$ cat config.mk
export PLATFORM = sky130hd
export DESIGN_NAME = kbd_rx_qbus
export DESIGN_NICKNAME = d
export VERILOG_FILES = /design/src/rtl/kbd_rx_qbus.sv
export SDC_FILE = /design/constraint.sdc
export NUM_CORES = 1
export LEC_CHECK = 0
export ABC_AREA = 1
export CAP_MARGIN = 10
export CORE_MARGIN = 10
export CORE_UTILIZATION = 24
export DETAILED_ROUTE_END_ITERATION = 6
export GPL_ROUTABILITY_DRIVEN = 0
export GPL_TIMING_DRIVEN = 0
export MAX_ROUTING_LAYER = met4
export SLEW_MARGIN = 20
export SYNTH_ARGS = -nofsm -noshare
export SYNTH_HDL_FRONTEND = slang
export SYNTH_SLANG_ARGS = --single-unit
$ cat constraint.sdc
create_clock -name clk -period 1.35 [get_ports clk]
set_input_delay 0.2025 -clock clk [delete_from_list [all_inputs] [get_ports clk]]
set_output_delay 0.2025 -clock clk [all_outputs]
set_load 0.01 [all_outputs]
$ cat src/rtl/kbd_rx_qbus.sv
// kbd_rx_qbus: 1801VM1-bus console keyboard receiver (TKS/TKB registers + vectored IRQ). Rev 1.0
// Build option KBD_RX_FIFO_EN selects a FIFO_DEPTH-entry receive FIFO instead of a single-byte buffer.
`default_nettype none

module kbd_rx_qbus #(
  parameter logic [15:0] BASE_ADDR  = 16'o177560,
  parameter logic [15:0] VECTOR     = 16'o000060,
  parameter int          FIFO_DEPTH = 4
) (
  input  logic        clk,
  input  logic        rst_n,
  input  logic [15:0] ad_n_i,
  output logic [15:0] ad_n_o,
  output logic        ad_oe,
  input  logic        sync_n,
  input  logic        din_n,
  input  logic        dout_n,
  input  logic        wtbt_n,
  input  logic [1:0]  sel_n,
  input  logic        iako_n,
  output logic        rply_n_o,
  output logic        virq_n,
  input  logic [7:0]  rx_data,
  input  logic        rx_valid,
  output logic        rx_ready
);

  typedef enum logic [2:0] {
    S_IDLE     = 3'd0,
    S_ADDR     = 3'd1,
    S_RD       = 3'd2,
    S_IAK      = 3'd3,
    S_WR       = 3'd4,
    S_WAIT_END = 3'd5
  } state_t;

  state_t      state_q, state_d;
  logic [15:0] addr_q, addr_d;
  logic [15:0] rd_data_q, rd_data_d;
  logic [1:0]  sel_q, sel_d;
  logic        ie_q, ie_d;
  logic        irq_q, irq_d;
  logic        cond_q;
  logic        rdy_q, rdy_d;
  logic [7:0]  last_q, last_d;

  logic        push, pop, done, hit, is_tkb, cond, ack;
  logic [7:0]  head_raw, head;

  assign push   = rx_valid && rdy_q;
  assign hit    = (sel_q == 2'b11) && (addr_q[15:2] == BASE_ADDR[15:2]);
  assign is_tkb = addr_q[1];
  // Pop only once the CPU has finished reading, so RD data never changes mid-cycle.
  assign pop    = (state_q == S_RD) && din_n && is_tkb && done;
  assign ack    = (state_q == S_IAK) && din_n;
  assign cond   = ie_q && done;
  assign head   = done ? head_raw : last_q;

`ifdef KBD_RX_FIFO_EN
  localparam int AW = (FIFO_DEPTH > 1) ? $clog2(FIFO_DEPTH) : 1;

  logic [AW-1:0] wr_ptr_q, rd_ptr_q;
  logic [AW:0]   cnt_q, cnt_d;
  logic [7:0]    mem_q [FIFO_DEPTH];

  always_comb begin
    cnt_d = cnt_q;
    if (push && !pop) begin
      cnt_d = cnt_q + 1'b1;
    end else if (pop && !push) begin
      cnt_d = cnt_q - 1'b1;
    end
  end

  assign done     = (cnt_q != '0);
  assign head_raw = mem_q[rd_ptr_q];
  assign rdy_d    = (cnt_d < (AW + 1)'(FIFO_DEPTH));

  always_ff @(posedge clk) begin
    if (!rst_n) begin
      wr_ptr_q <= '0;
      rd_ptr_q <= '0;
      cnt_q    <= '0;
    end else begin
      if (push) wr_ptr_q <= wr_ptr_q + 1'b1;
      if (pop)  rd_ptr_q <= rd_ptr_q + 1'b1;
      cnt_q <= cnt_d;
    end
  end

  always_ff @(posedge clk) begin
    if (push) mem_q[wr_ptr_q] <= rx_data;
  end
`else
  logic       full_q, full_d;
  logic [7:0] buf_q;
  logic       unused_fifo_depth;

  assign unused_fifo_depth = ^FIFO_DEPTH;

  always_comb begin
    full_d = full_q;
    if (pop)  full_d = 1'b0;
    if (push) full_d = 1'b1;
  end

  assign done     = full_q;
  assign head_raw = buf_q;
  assign rdy_d    = ~full_d;

  always_ff @(posedge clk) begin
    if (!rst_n) begin
      full_q <= 1'b0;
    end else begin
      full_q <= full_d;
    end
  end

  always_ff @(posedge clk) begin
    if (push) buf_q <= rx_data;
  end
`endif

  always_comb begin
    state_d   = state_q;
    addr_d    = addr_q;
    sel_d     = sel_q;
    rd_data_d = rd_data_q;
    ie_d      = ie_q;
    last_d    = pop ? head_raw : last_q;

    if (state_q != S_IDLE && sync_n) begin
      state_d = S_IDLE;
    end else begin
      case (state_q)
        S_IDLE: begin
          if (!sync_n) begin
            addr_d  = ~ad_n_i;
            sel_d   = sel_n;
            state_d = S_ADDR;
          end
        end
        S_ADDR: begin
          if (hit) begin
            if (!din_n) begin
              state_d   = S_RD;
              rd_data_d = is_tkb ? {8'h00, head} : {8'h00, done, ie_q, 6'b0};
            end else if (!dout_n) begin
              state_d = S_WR;
              // Odd-address byte writes land on the unused high byte of TKS.
              if (!is_tkb && (wtbt_n || !addr_q[0])) begin
                ie_d = ~ad_n_i[6];
              end
            end
          end else if (!iako_n) begin
            if (!din_n) begin
              state_d = irq_q ? S_IAK : S_WAIT_END;
            end
          end else begin
            state_d = S_WAIT_END;
          end
        end
        S_RD, S_IAK: begin
          if (din_n) state_d = S_WAIT_END;
        end
        S_WR: begin
          if (dout_n) state_d = S_WAIT_END;
        end
        S_WAIT_END: ;
        default: state_d = S_IDLE;
      endcase
    end
  end

  always_comb begin
    irq_d = irq_q;
    if (!cond || ack) begin
      irq_d = 1'b0;
    end else if (!cond_q) begin
      irq_d = 1'b1;
    end
  end

  always_ff @(posedge clk) begin
    if (!rst_n) begin
      state_q   <= S_IDLE;
      addr_q    <= '0;
      sel_q     <= 2'b11;
      rd_data_q <= '0;
      ie_q      <= 1'b0;
      irq_q     <= 1'b0;
      cond_q    <= 1'b0;
      rdy_q     <= 1'b1;
      last_q    <= '0;
    end else begin
      state_q   <= state_d;
      addr_q    <= addr_d;
      sel_q     <= sel_d;
      rd_data_q <= rd_data_d;
      ie_q      <= ie_d;
      irq_q     <= irq_d;
      cond_q    <= cond;
      rdy_q     <= rdy_d;
      last_q    <= last_d;
    end
  end

  assign ad_oe    = (state_q == S_RD) || (state_q == S_IAK);
  assign ad_n_o   = (state_q == S_RD)  ? ~rd_data_q :
                    (state_q == S_IAK) ? ~VECTOR    : 16'hFFFF;
  assign rply_n_o = ~((state_q == S_RD) || (state_q == S_IAK) || (state_q == S_WR));
  assign virq_n   = ~irq_q;
  assign rx_ready = rdy_q;

endmodule

`default_nettype wire

==> metrics.cfg <==
[status]
outcome=finished, violations left
failed_checks=negative setup slack

[place]
place_ws_ns=-0.408
portBuffers=44
hpwlAfterDp_microns=4560

[route]
drc_errors=0
dr.pass1.iters=4
ant_nets=0
wire_per_inst_microns=12.3
via_count=2182
drtIter0Drc=88
via_per_inst=4.25
drt-total-wl_microns=6300

[clock_network]
htree_levels=2
clkLatencyLatePin_ns=0.32
cts.sinks=50
cts_buffer_depth=2
numCtsBuffers=5
clk_pin_slew_ns=0.11
cts_root_buf=clkbuf_8
cts_tree=built
cts_hold_buffers=0

[logic_synthesis]
ys_types=31
synth_top_family_by_area=simple AND/OR/NAND/NOR gates
syn_area_sq_mm=0.00227
yosys.area_share.simple_pct=22.9
synthXorXnorAreaFrac_pct=0
synth_seq_cells=50
yosysWarnings=0
synth-seq-area-share_pct=47.5
synth_compound_area_share_pct=18.6
avgSynthCellArea_sq_um=7.56
async_flop_share_pct=0
synthMuxAreaShare_pct=0
synthAdderAreaFrac_pct=0
synthCells=301
synth_edf_count=8
dominantRegCellSynth=dfxtp_1

[pwr]
p_sw_mw=1.83
p_int_mw=3.05
sequentialPowerShare_pct=41.8
p_per_area_mw_per_mm2=1440
swShare_pct=37.5
clkPwrFrac_pct=19.4
max-vdd-ir-drop_mv=0.562
total_power_mw=4.87
p_leak_nw=1.35
power.combinational.fraction_pct=38.8

[worst_setup_path]
worstSetupPathType=register to register
crit_required_ns=1.60
cp.arrival_ns=1.72
r2r_cells=8
end_kind=register
r2r_end=last_q[6]$_SDFFE_PN0P_
rr_startpoint=state_q[2]$_SDFFE_PP0P_
worstPathMaxFanout=6
startpoint_type=register
reg2reg_setup_slack_ns=-0.12

[worst_hold_path]
whs_path_depth=3
min_to=irq_q$_SDFFE_PP0N_
hp-start=din_n
hp-class=input port to register

[floorplan]
start_util_pct=24.6
dieWidth_microns=117
rows=35
die_area_sq_mm=0.0138
die_y_microns=117
core-area_sq_mm=0.00924
io_pins=54

[grt]
antenna_found_initial=0
grt_max_degree=19
grt.total_usage_pct=9.06
grt_pass1_vias=2152
overflow=0
grt_pass1_wl_microns=10300

[timing]
fin_crit_sh_pct=109
fin_worst_skew_ns=0.0154
rsz0062_at_grt=yes
hold-worst-slack_ns=0.419
min_period_ns=1.47
setup_viol=47
hold_violations=0
setup_ws_ns=-0.118
max_freq_mhz=681
drv_slew=0

[cells_and_area]
diodes=0
final_common_cell=nand2_1
syn_to_final_growth_pct=48.6
drive_above_1_share_pct=29.1
final_cell_mix=nand2_1 (47), dfxtp_1 (33), clkdlybuf4s50_1 (32), o21ai_0 (31), a21oi_1 (30)
final_nets=418

[run]
drv_cap=0

==> sequential cells by signal, indices dropped and copies added (netlist names) <==
| register | count |
|---|---|
| buf_q | 8 |
| sel_q | 2 |
| rx_ready | 1 |
| irq_q | 1 |
| ie_q | 1 |
| done | 1 |
| addr_q | 16 |
| rd_data_q | 8 |
| last_q | 8 |
| state_q | 3 |
| cond_q | 1 |
==> power groups by stage <==
| stage | Combinational [mW] | Sequential (mW) | Clock (mW) |
|---|---|---|---|
| CTS | 1.70 | 2.01 | 0.972 |
| global placement | 1.34 | 2.00 | 0 |
| detailed placement | 1.37 | 2.00 | 0 |
| floorplan | 0.958 | 1.96 | 0 |
| finish | 1.89 | 2.04 | 0.946 |
| global route | 2.10 | 2.06 | 1.04 |
==> per-stage QoR <==
stage / std cells / util, % / instance area (sq um) / setup TNS (ns)
after floorplan: 308 / - / 2300 / -0.0544
after detailed placement: 481 / 31.4 / 2910 / -11.04
final: 514 / 36.6 / 3380 / -3.04
after CTS: 508 / 35.2 / 3250 / -1.74
after global routing: 514 / 36.6 / 3380 / -6.76
after global placement: 481 / 31.4 / 2910 / -10.71
==> layer usage <==
| metal | global-route usage, % | part of all wire [%] |
|---|---|---|
| met1 | 10.6 | 46 |
| met2 | 15.0 | 49 |
| met3 | 2.16 | 4.0 |
| met4 | 2.74 | 1.1 |
| met5 | - | 0 |
==> layout make-up <==
cell class	instances	area, sq um
inverter	34	135
fill	956	5860
tap	129	161
buffer	19	140
clock buffer	5	68.8
timing repair buffer	69	642
multi-input combinational	205	1100
clock inverter	3	28.8
sequential	50	1100
==> logic make-up (layout without fill, tap and decap cells) <==
group,after synthesis,after routing
and+or+nand+nor,117,117
AOI/OAI and AO/OA,80,80
buffers and inverters,53,130
DFF,50,50
other,1,8
==> synth_stat cells (2+ instances only) <==
cell type | n | area, sq um
nand2_1 | 54 | 203
buf_6 | 2 | 22.5
nor3_4 | 2 | 32.5
clkbuf_1 | 7 | 26.3
edfxtp_1 | 8 | 240
a21oi_2 | 2 | 17.5
nand3_1 | 10 | 50.1
buf_4 | 8 | 60.1
inv_2 | 3 | 11.3
a21oi_1 | 34 | 170
nand3_2 | 2 | 20.0
nor2_1 | 38 | 143
nand4_1 | 2 | 12.5
o21ai_0 | 40 | 200
dfxtp_1 | 42 | 841
inv_1 | 31 | 116
and2_1 | 2 | 12.5
==> how the worst max path moves through the flow <==
stage                       startpoint                      end  slack [ns]  depth (start not counted)
2_1_floorplan  state_q[1]$_SDFFE_PP0P_   last_q[5]$_SDFFE_PN0P_       -0.03                          8
3_3_place_gp   state_q[2]$_SDFFE_PP0P_                ad_n_o[5]       -0.36                          3
3_5_place_dp   state_q[1]$_SDFFE_PP0P_                ad_n_o[4]       -0.41                          4
4_1_cts        state_q[1]$_SDFFE_PP0P_                ad_n_o[4]       -0.11                          4
5_1_grt         addr_q[7]$_SDFFE_PN0P_  state_q[0]$_SDFFE_PP0P_       -0.22                         11
6_report       state_q[2]$_SDFFE_PP0P_   last_q[6]$_SDFFE_PN0P_       -0.12                          8
==> worst max-delay path: stages, from the launching register on <==
cell	delay [ns]
dfxtp_4	0.40
nor3_4	0.20
buf_6	0.15
buf_6	0.10
nand3_4	0.07
inv_4	0.08
nand2_4	0.06
buf_6	0.14
a221oi_2	0.19
==> what timing repair did <==
action,4_1_cts,5_1_grt
pin swaps,14,6
endpoints found under the hold margin,0,0
gates resized for setup,102,24
cloned,2,0
buffers inserted,18,6
setup endpoints to repair,51,47
No activity file was read; power rests on OpenSTA's default activity.
